$ cat src/rtl/sd_readout_sched.sv
`timescale 1ns/1ps
// sd_readout_sched
//
// Sequencer for the SD-to-STM readout path. A start command latches a first
// block address and a block count (0 = unbounded). The readout FIFO is
// flushed and then single-block read requests with consecutive addresses are
// issued to the SD readout datapath. A request is raised only when the FIFO
// has room for a whole block. The STM-facing data-ready flag follows the FIFO
// fill level in every state. The block also reports sticky errors and counts
// completed blocks.
//
// Optional feature: define SDREADOUT_SCHED_TIMEOUT_EN to enable an SD
// watchdog. A wait for sd_ack or sd_done that lasts TIMEOUT_CYCLES cycles is
// treated like sd_err.
//
// Ports
//   clk          system clock, rising edge
//   rst          asynchronous active-high reset
//   cmd_start    one-cycle pulse, begin readout (ignored while busy)
//   cmd_addr     first SD block address, sampled with cmd_start
//   cmd_count    block count, 0 = unbounded, sampled with cmd_start
//   cmd_stop     one-cycle pulse, end readout
//   sd_req       block read request, held until sd_ack
//   sd_addr      block address, stable while sd_req=1
//   sd_ack       datapath accepted the request
//   sd_done      one-cycle pulse, block fully written to the FIFO
//   sd_err       one-cycle pulse, CRC or response error
//   fifo_level   FIFO occupancy in words
//   fifo_rst     one-cycle FIFO flush pulse
//   busy         readout in progress
//   d_ready      registered (fifo_level >= CHUNK_WORDS)
//   err          sticky error flag, cleared by an accepted start
//   blocks_done  blocks completed since last start, wraps at 2^16

module sd_readout_sched #(
  parameter int BLOCK_WORDS    = 256,
  parameter int FIFO_DEPTH     = 1024,
  parameter int CHUNK_WORDS    = 256,
  parameter int LEVEL_W        = 11,
  parameter int TIMEOUT_CYCLES = 65535
) (
  input  logic               clk,
  input  logic               rst,
  input  logic               cmd_start,
  input  logic [31:0]        cmd_addr,
  input  logic [15:0]        cmd_count,
  input  logic               cmd_stop,
  output logic               sd_req,
  output logic [31:0]        sd_addr,
  input  logic               sd_ack,
  input  logic               sd_done,
  input  logic               sd_err,
  input  logic [LEVEL_W-1:0] fifo_level,
  output logic               fifo_rst,
  output logic               busy,
  output logic               d_ready,
  output logic               err,
  output logic [15:0]        blocks_done
);

  typedef enum logic [2:0] {
    S_IDLE,
    S_FLUSH,
    S_ISSUE,
    S_WAIT_ACK,
    S_XFER,
    S_STOPPING
  } state_t;

  // A block fits when FIFO_DEPTH - fifo_level >= BLOCK_WORDS, rewritten so
  // that no subtraction on the live level can underflow.
  localparam logic [31:0] SPACE_MAX = 32'(FIFO_DEPTH - BLOCK_WORDS);
  localparam logic [31:0] CHUNK_MIN = 32'(CHUNK_WORDS);

  state_t      state_q, state_d;
  logic [31:0] addr_q;
  logic [15:0] remain_q;
  logic        bounded_q;
  logic        stop_pend_q;   // STOPPING entered with the request not yet acked
  logic        err_q;
  logic [15:0] blocks_q;
  logic        d_ready_q;

  logic [31:0] level_ext;
  logic        space_ok;
  logic        in_wait;
  logic        wd_expired;
  logic        fault;
  logic        start_evt;
  logic        done_evt;
  logic        last_blk;

  assign level_ext = 32'(fifo_level);
  assign space_ok  = (level_ext <= SPACE_MAX);
  assign in_wait   = (state_q == S_WAIT_ACK) || (state_q == S_XFER) ||
                     (state_q == S_STOPPING);
  assign fault     = in_wait && (sd_err || wd_expired);
  assign start_evt = (state_q == S_IDLE) && cmd_start && !cmd_stop;
  assign done_evt  = !fault && sd_done &&
                     ((state_q == S_XFER) ||
                      ((state_q == S_STOPPING) && !stop_pend_q));
  assign last_blk  = bounded_q && (remain_q == 16'd1);

`ifdef SDREADOUT_SCHED_TIMEOUT_EN
  localparam logic [31:0] WD_LAST = 32'(TIMEOUT_CYCLES - 1);

  logic [31:0] wd_cnt_q;
  logic        wd_restart;

  // Every new wait starts from zero: any state change, or the ack that moves
  // STOPPING from waiting for sd_ack to waiting for sd_done.
  assign wd_restart = (state_d != state_q) ||
                      ((state_q == S_STOPPING) && stop_pend_q && sd_ack);
  assign wd_expired = in_wait && (wd_cnt_q == WD_LAST);

  always_ff @(posedge clk or posedge rst) begin
    if (rst) begin
      wd_cnt_q <= '0;
    end else if (wd_restart) begin
      wd_cnt_q <= '0;
    end else if (in_wait && !wd_expired) begin
      wd_cnt_q <= wd_cnt_q + 32'd1;
    end
  end
`else
  logic wd_unused;
  assign wd_unused  = (TIMEOUT_CYCLES != 0);
  assign wd_expired = 1'b0;
`endif

  // State register
  always_ff @(posedge clk or posedge rst) begin
    if (rst) begin
      state_q <= S_IDLE;
    end else begin
      state_q <= state_d;
    end
  end

  // Next-state logic
  always_comb begin
    state_d = state_q;
    case (state_q)
      S_IDLE: begin
        if (start_evt) state_d = S_FLUSH;
      end
      // A stop arriving during the flush cycle is honoured rather than lost.
      S_FLUSH: begin
        state_d = cmd_stop ? S_IDLE : S_ISSUE;
      end
      S_ISSUE: begin
        if (cmd_stop)      state_d = S_IDLE;
        else if (space_ok) state_d = S_WAIT_ACK;
      end
      // A raised request stays up through a stop until it is acked.
      S_WAIT_ACK: begin
        if (fault)         state_d = S_IDLE;
        else if (cmd_stop) state_d = S_STOPPING;
        else if (sd_ack)   state_d = S_XFER;
      end
      // A stop coinciding with sd_done ends at once; no block is outstanding.
      S_XFER: begin
        if (fault)         state_d = S_IDLE;
        else if (sd_done)  state_d = (last_blk || cmd_stop) ? S_IDLE : S_ISSUE;
        else if (cmd_stop) state_d = S_STOPPING;
      end
      S_STOPPING: begin
        if (fault || done_evt) state_d = S_IDLE;
      end
      default: state_d = S_IDLE;
    endcase
  end

  // Address, count, progress and flag registers
  always_ff @(posedge clk or posedge rst) begin
    if (rst) begin
      addr_q      <= '0;
      remain_q    <= '0;
      bounded_q   <= 1'b0;
      stop_pend_q <= 1'b0;
      err_q       <= 1'b0;
      blocks_q    <= '0;
      d_ready_q   <= 1'b0;
    end else begin
      d_ready_q <= (level_ext >= CHUNK_MIN);

      if (start_evt) begin
        addr_q    <= cmd_addr;
        remain_q  <= cmd_count;
        bounded_q <= (cmd_count != 16'd0);
        err_q     <= 1'b0;
        blocks_q  <= '0;
      end else if (done_evt) begin
        addr_q   <= addr_q + 32'd1;
        blocks_q <= blocks_q + 16'd1;
        if (bounded_q) remain_q <= remain_q - 16'd1;
      end

      if (fault) err_q <= 1'b1;

      if (state_d == S_IDLE) begin
        stop_pend_q <= 1'b0;
      end else if ((state_q == S_WAIT_ACK) && (state_d == S_STOPPING)) begin
        stop_pend_q <= !sd_ack;
      end else if ((state_q == S_STOPPING) && sd_ack) begin
        stop_pend_q <= 1'b0;
      end
    end
  end

  // Outputs
  always_comb begin
    sd_req      = (state_q == S_WAIT_ACK) ||
                  ((state_q == S_STOPPING) && stop_pend_q);
    busy        = (state_q != S_IDLE);
    fifo_rst    = (state_q == S_FLUSH);
    sd_addr     = addr_q;
    err         = err_q;
    blocks_done = blocks_q;
    d_ready     = d_ready_q;
  end

endmodule

$ cat config.mk
export PLATFORM = sky130hd
export DESIGN_NAME = sd_readout_sched
export DESIGN_NICKNAME = d
export VERILOG_FILES = /design/src/rtl/sd_readout_sched.sv
export SDC_FILE = /design/constraint.sdc
export NUM_CORES = 1
export LEC_CHECK = 0
export ABC_AREA = 0
export CAP_MARGIN = 20
export CELL_PAD_IN_SITES_DETAIL_PLACEMENT = 1
export CELL_PAD_IN_SITES_GLOBAL_PLACEMENT = 2
export CORE_MARGIN = 1.5
export CORE_UTILIZATION = 25
export DETAILED_ROUTE_END_ITERATION = 10
export HOLD_SLACK_MARGIN = 0.05
export PLACE_DENSITY = 0.8
export SETUP_SLACK_MARGIN = 0.5
export SYNTH_ARGS = -nofsm -noshare
export SYNTH_HDL_FRONTEND = slang
export SYNTH_SLANG_ARGS = --single-unit
$ cat constraint.sdc
create_clock -name clk -period 3.1 [get_ports clk]
set_clock_uncertainty 0.15 [all_clocks]
set_input_delay 0.62 -clock clk [delete_from_list [all_inputs] [get_ports clk]]
set_output_delay 0.62 -clock clk [all_outputs]
set_load 0.01 [all_outputs]
==> results of run 1 <==
layout by cell type (no fill, tap or decap), types with 7 or more instances in the layout:
cell / n
clkdlybuf4s50_1: 116
nand2_1: 69
dfrtp_1: 68
o21ai_0: 43
xnor2_1: 33
nor2_1: 29
xor2_1: 27
nand3_1: 17
nand4_1: 16
nor3_1: 9
nor4_1: 9
clkbuf_16: 9
inv_1: 8
a21oi_1: 7
o21ai_1: 7
buf_4: 7
cell families (layout without fill, tap and decap cells):
kind of cell,Yosys count,after routing
AOI/OAI and AO/OA,67,67
xor gates and xnor gates,60,60
adders and majority gates,4,4
buffers and inverters,26,152
DFF,71,71
muxes,2,2
and+or+nand+nor,205,205
area by class of cell:
class / count / area, µm²
multi-input cells: 338 / 2165
fillers: 1823 / 9975
flip-flops and latches: 71 / 1780
well taps: 216 / 270.3
repair buffers: 127 / 1275
clock buffers: 16 / 271.5
inverters: 9 / 33.78
sequential cells by signal (all words and copies together), names as in the netlist:
register,count
remain_q,16
stop_pend_q,1
bounded_q,1
state_q,3
sd_addr,32
err,1
blocks_done,16
d_ready,1
worst max-delay path, stage by stage (launching register included):
cell and delay [ns]:
dfrtp_2 0.49, or3_1 0.45, clkdlybuf4s50_1 0.51
Yosys cell counts, types with 2 or more instances:
library cell and n:
dfrtp_1 71, nand2_1 69, o21ai_0 43, xnor2_1 33, nor2_1 30, xor2_1 27, nand3_1 18, nand4_1 16
nor4_1 10, inv_1 9, nor3_1 9, nor2b_1 8, a21oi_1 7, buf_2 7, clkbuf_1 7, o21ai_1 7
or3_1 6, and3_1 4, and4_1 4, ha_1 4, nor3_2 4, and2_1 3, nor3b_1 3, nor4_4 3
and3b_1 2, buf_1 2, mux2i_1 2, nand2b_1 2, nand3b_1 2, nor3_4 2, o21ai_2 2, or4_1 2
worst min path at each step:
stage / startpoint / to / slack [ns] / depth (start not counted)
after detailed placement: err / err / 0.33 / 2
final: err / err / 0.34 / 2
after global placement: err / err / 0.32 / 2
after global routing: err / err / 0.38 / 2
after floorplan: bounded_q / bounded_q / 0.34 / 2
after CTS: err / err / 0.35 / 2
where the power goes:
part,internal [mW],switching [mW]
Combinational,0.705,0.544
Clock,0.588,0.389
Sequential,1.22,0.408
what timing repair did:
action	in CTS	in global routing
endpoints found under the setup margin	12	15
setup buffers	2	0
hold endpoints to repair	0	0
resized for setup	5	8
gates cloned	0	0
hold buffers	0	0
pin swaps	2	1
stage by stage:
step | hold WS, ns | util (%) | setup slack (ns)
4_1_cts | 0.3518 | 36.60 | 0.4229
6_report | 0.3399 | 36.75 | 0.5518
5_1_grt | 0.3798 | 36.75 | 0.4374
3_3_place_gp | 0.3211 | 34.68 | 0.1287
3_5_place_dp | 0.3335 | 34.68 | 0.05767
2_1_floorplan | 0.3394 | - | 0.5334
routing by layer:
metal  vias to the layer above  wire length [µm]
met2                        83              5509
li1                       1752                 -
met1                      1718              5710
met5                         -                 0
met3                        11               513
met4                         0               172
==> metrics.txt, run 1 <==
outcome complete, no violations; IO buf count 118; Synth Area in XOR/XNOR 13.09%; DP Area 5469 µm²; Root Buffer clkbuf_16; unrepaired setup endpoints after global routing yes; core area 15770 µm²; adder-cell share of the synthesized area 1.246%; Pre-antenna DRT Iters 4; prevailing post-synth register cell dfrtp_1; WL per Instance 15.32 µm; Cells after Synth 435; Die X 129.7 µm; Synth Area in Simple Gates 28.73%; fmax 392.4 MHz; PwrDens 664.1 nW/µm²; max_slew headroom 49.01%; Yosys top cell area share 44.25%; CP Class reg2out; HP Class reg2reg; setup_tns 0 ns; Ys Warns 0; main combinational cell family by area after synthesis simple AND/OR/NAND/NOR gates; post-synthesis compound-gate area fraction 9.349%; reg2reg end sd_addr[28]; reg2reg path depth 6; worst r2r src sd_addr[17]; grt ovf 0; RePlAce Congestion 0.8557; largest net degree at the start of global routing 109; first-pass GRT wire length 18780 µm; Static Leakage 2.193 nW; Routed Antenna Nets 0; io pins 119; fin cells 777; area growth from synthesis to layout 44.34%; Initial Utilization 25.46%; Syn Nets 505; flops & latches, synth 71; all-layer global routing usage 14.43%; Rows 46; Mapped Avg Cell Area 9.230 µm²; fin nets 626; Clk pin slew, worst setup/hold paths 0.05 ns; CTS tree built; Reg2Reg Setup Slack 0.74 ns; DRT iter0 DRCs 129; met2 Use GR 23.44%; crit-path max FO 8; Post-synth EDFFs 0; share of layout cells above drive strength 1 8.913%; ant diodes 0; maximum vdd drop 0.2943 mV; Finished Cell Area 5796 µm²; met3 usage 2.747%; final hold violation count 0; Async SR Flop Fraction 100.0%; CTS buffer count 9; Worst-Skew Late Latency 0.34 ns; Max H-tree Level 3; Worst Setup SP state_q[1]; critical path startpoint category register; met1 Usage GRT 19.26%; synth top area cells dfrtp_1 (44%), xnor2_1 (7.2%), nand2_1 (6.5%), xor2_1 (5.9%), o21ai_0 (5.4%); Min Clock Period, post-route 2.548 ns; Seq/Total Area, Yosys 44.25%; die area 16830 µm²; Design Power 3.849 mW; CP Data Arrival Time 1.78 ns; die height 129.7 µm; WP data required 2.33 ns; number of max-cap violations 0; largest area contributor in the netlist dfrtp_1; Slew @ Worst Pin 0.7637 ns; # clock sinks 71; CTS Buffer Depth 2; vias in the first global route 3658; initial antenna violation count 0; critical path endpoint category output port; DRC viols 0; Worst setup endpoint busy; Avg Vias per Cell 4.587; setup violators final 0; dpl cells 759; number of unique standard cell types used by synthesis 49; Routed WL 11910 µm; mux contribution to synthesized area 0.4986%; GRT Max-Usage Layer met2; hpwl dp 8616 µm; fin crit share 82.20%; total vias in the final route 3564; Synth Cell Area 4015 µm²; Slew Viols, Final 0
Power figures use the tool's default switching activity.
==> run 2, diff against run 1 <==
==> constraint.sdc (replaced) <==
create_clock -name clk -period 2.51 [get_ports clk]
set_clock_uncertainty 0.15 [all_clocks]
set_input_delay 0.502 -clock clk [delete_from_list [all_inputs] [get_ports clk]]
set_output_delay 0.502 -clock clk [all_outputs]
set_load 0.01 [all_outputs]
==> metrics.txt, run 2 (synthesis results as in run 1) <==
outcome complete, no violations; CP Class reg2reg; WP data required 2.58 ns (+0.25 ns); most common cell after layout, fill and taps aside clkdlybuf4s50_1; DRT iter0 DRCs 178 (+38%); Buf+Inv Stages, Crit Path 0 (-1); Routed WL 15270 µm (+28%); critical path endpoint category register; worst r2r src remain_q[2]; first-pass GRT wire length 23200 µm (+24%); Avg Vias per Cell 4.750 (+3.6%); critical path startpoint category register; fin crit share 93.72%; IO buf count 118 (unchanged); PwrDens 776.7 nW/µm² (+17%); Routed Antenna Nets 0 (unchanged); CP delay by family, top simple AND/OR/NAND/NOR gates; RePlAce Congestion 0.8292 (-3.1%); Initial Utilization 25.46% (unchanged); CP Data Arrival Time 2.42 ns (+0.64 ns); largest net degree at the start of global routing 72 (-34%); crit-path max FO 4 (-4); Root Buffer clkbuf_16; share of layout cells above drive strength 1 31.47% (+23 points); Slew @ Worst Pin 0.5146 ns (-0.2491 ns); Worst-Skew Late Latency 0.33 ns (about the same); Worst Setup SP remain_q[2]; total vias in the final route 4090 (+15%); CTS tree built; CTS buffer count 9 (unchanged); worst-path cell chain or3_4 > or2_4 > or4_4 > nor4_4 > xnor2_2 > o21ai_2; core area 15770 µm² (unchanged); Filler Cell Count 1774 (-2.7%); max_slew headroom 65.43% (+16 points); max reg flops 32 (unchanged); hpwl dp 8937 µm (+3.7%); Finished Cell Area 7251 µm² (+25%); die height 129.7 µm (unchanged); final hold violation count 0 (unchanged); HP Class reg2reg; Worst Min Path Start err; grt ovf 0 (unchanged); final core utilization 45.98% (+9.2 points); WL per Instance 17.74 µm (+16%); DRC viols 0 (unchanged); commonest non-fill, non-tap cells in the layout clkdlybuf4s50_1 (100), nand2_1 (68), buf_4 (53); Slew Viols, Final 0 (unchanged); # clock sinks 71 (unchanged); ant diodes 0 (unchanged); maximum vdd drop 0.3117 mV (+5.9%); number of max-cap violations 0 (unchanged); DP Area 5668 µm² (+3.6%); CTS Hold Buffers Added 0 (unchanged); initial antenna violation count 1 (+1); all-layer global routing usage 17.94% (+3.5 points); io pins 119 (unchanged); unrepaired setup endpoints after global routing yes; Crit path largest cell delay 0.57 ns (+0.06 ns); area growth from synthesis to layout 80.59%; Pre-antenna DRT Iters 4 (unchanged); fin nets 710 (+13%); Clk pin slew, worst setup/hold paths 0.06 ns (about the same); Min Clock Period, post-route 2.352 ns; Die X 129.7 µm (unchanged); slowest CP cell or4_4; setup violators final 0 (unchanged); Static Leakage 3.015 nW (+37%); die area 16830 µm² (unchanged); Rows 46 (unchanged); Max H-tree Level 3 (unchanged); vias in the first global route 4361 (+19%); fmax 425.1 MHz; CTS Buffer Depth 2 (unchanged)
## run 2: cell count changes in the layout (fill, tap and decap cells not counted), moves of 9 or more
cell             previous run  this run
buf_16                      0        10
buf_4                       7        53
buf_6                       0        18
clkdlybuf4s50_1           116       100
dfrtp_1                    68        51
dfrtp_2                     3        20
dlymetal6s2s_1              1        12
nor2_1                     29        20
o21ai_0                    43        22
o21ai_1                     7        27
## run 2: routing by layer
layer	track usage (%)	up-vias	share of wire, %
li1	-	1930	-
met1	22.56	2043	43
met2	31.22	96	51
met3	3.895	19	3.8
met4	4.641	2	1.5
met5	0	-	0.079
## run 2: worst paths after layout
path | endpoint | slack (ns) | depth (start not counted)
worst max-delay path | remain_q[9] | 0.16 | 6
worst min-delay path | err | 0.38 | 2
worst max register to register | remain_q[9] | 0.16 | 6
worst min register to register | err | 0.38 | 2
max in group asynchronous | state_q[0] | 1.38 | 3
min in group asynchronous | sd_addr[26] | 0.47 | 3
## run 2: stage by stage
stage / setup TNS, ns / instances / setup WS [ns] / hold WS [ns] / total power [mW]
CTS: 0 / 838 / 0.1925 / 0.3699 / 5.388
finish: 0 / 861 / 0.1576 / 0.3767 / 5.631
global route: 0 / 861 / 0.07901 / 0.3941 / 5.962
floorplan: 0 / 435 / 0.3157 / 0.3394 / 2.700
global placement: -6.635 / 780 / -0.2816 / 0.3415 / 3.565
detailed placement: -8.880 / 780 / -0.3420 / 0.3575 / 3.638
## run 2: timing repair
| item | in CTS | in global routing |
|---|---|---|
| gates cloned | 12 | 2 |
| setup buffers | 30 | 21 |
| endpoints found under the setup margin | 76 | 96 |
| resized for setup | 113 | 65 |
| pin swaps | 35 | 28 |
## run 2: area by class of cell
type / count / area [µm²] / area share [%]
repair buffers: 211 / 2344 / 32.32
flip-flops and latches: 71 / 1802 / 24.85
clock inverters: 4 / 45.04 / 0.6212
multi-input cells: 338 / 2506 / 34.56
clock buffers: 12 / 246.5 / 3.399
well taps: 216 / 270.3 / 3.727
inverters: 9 / 37.54 / 0.5177
## run 2: power by group
| part | total [mW] | internal (mW) | leakage, nW | switching (mW) |
|---|---|---|---|---|
| combinational | 2.28 | 1.32 | 1.99 | 0.957 |
| clock | 1.28 | 0.793 | 0.146 | 0.491 |
| sequential | 2.07 | 1.52 | 0.877 | 0.556 |
## run 2: worst min-delay path: stages (launching register included)
cell     delay (ns)
dfrtp_1        0.37
nand2_1        0.07
nand2_1        0.06
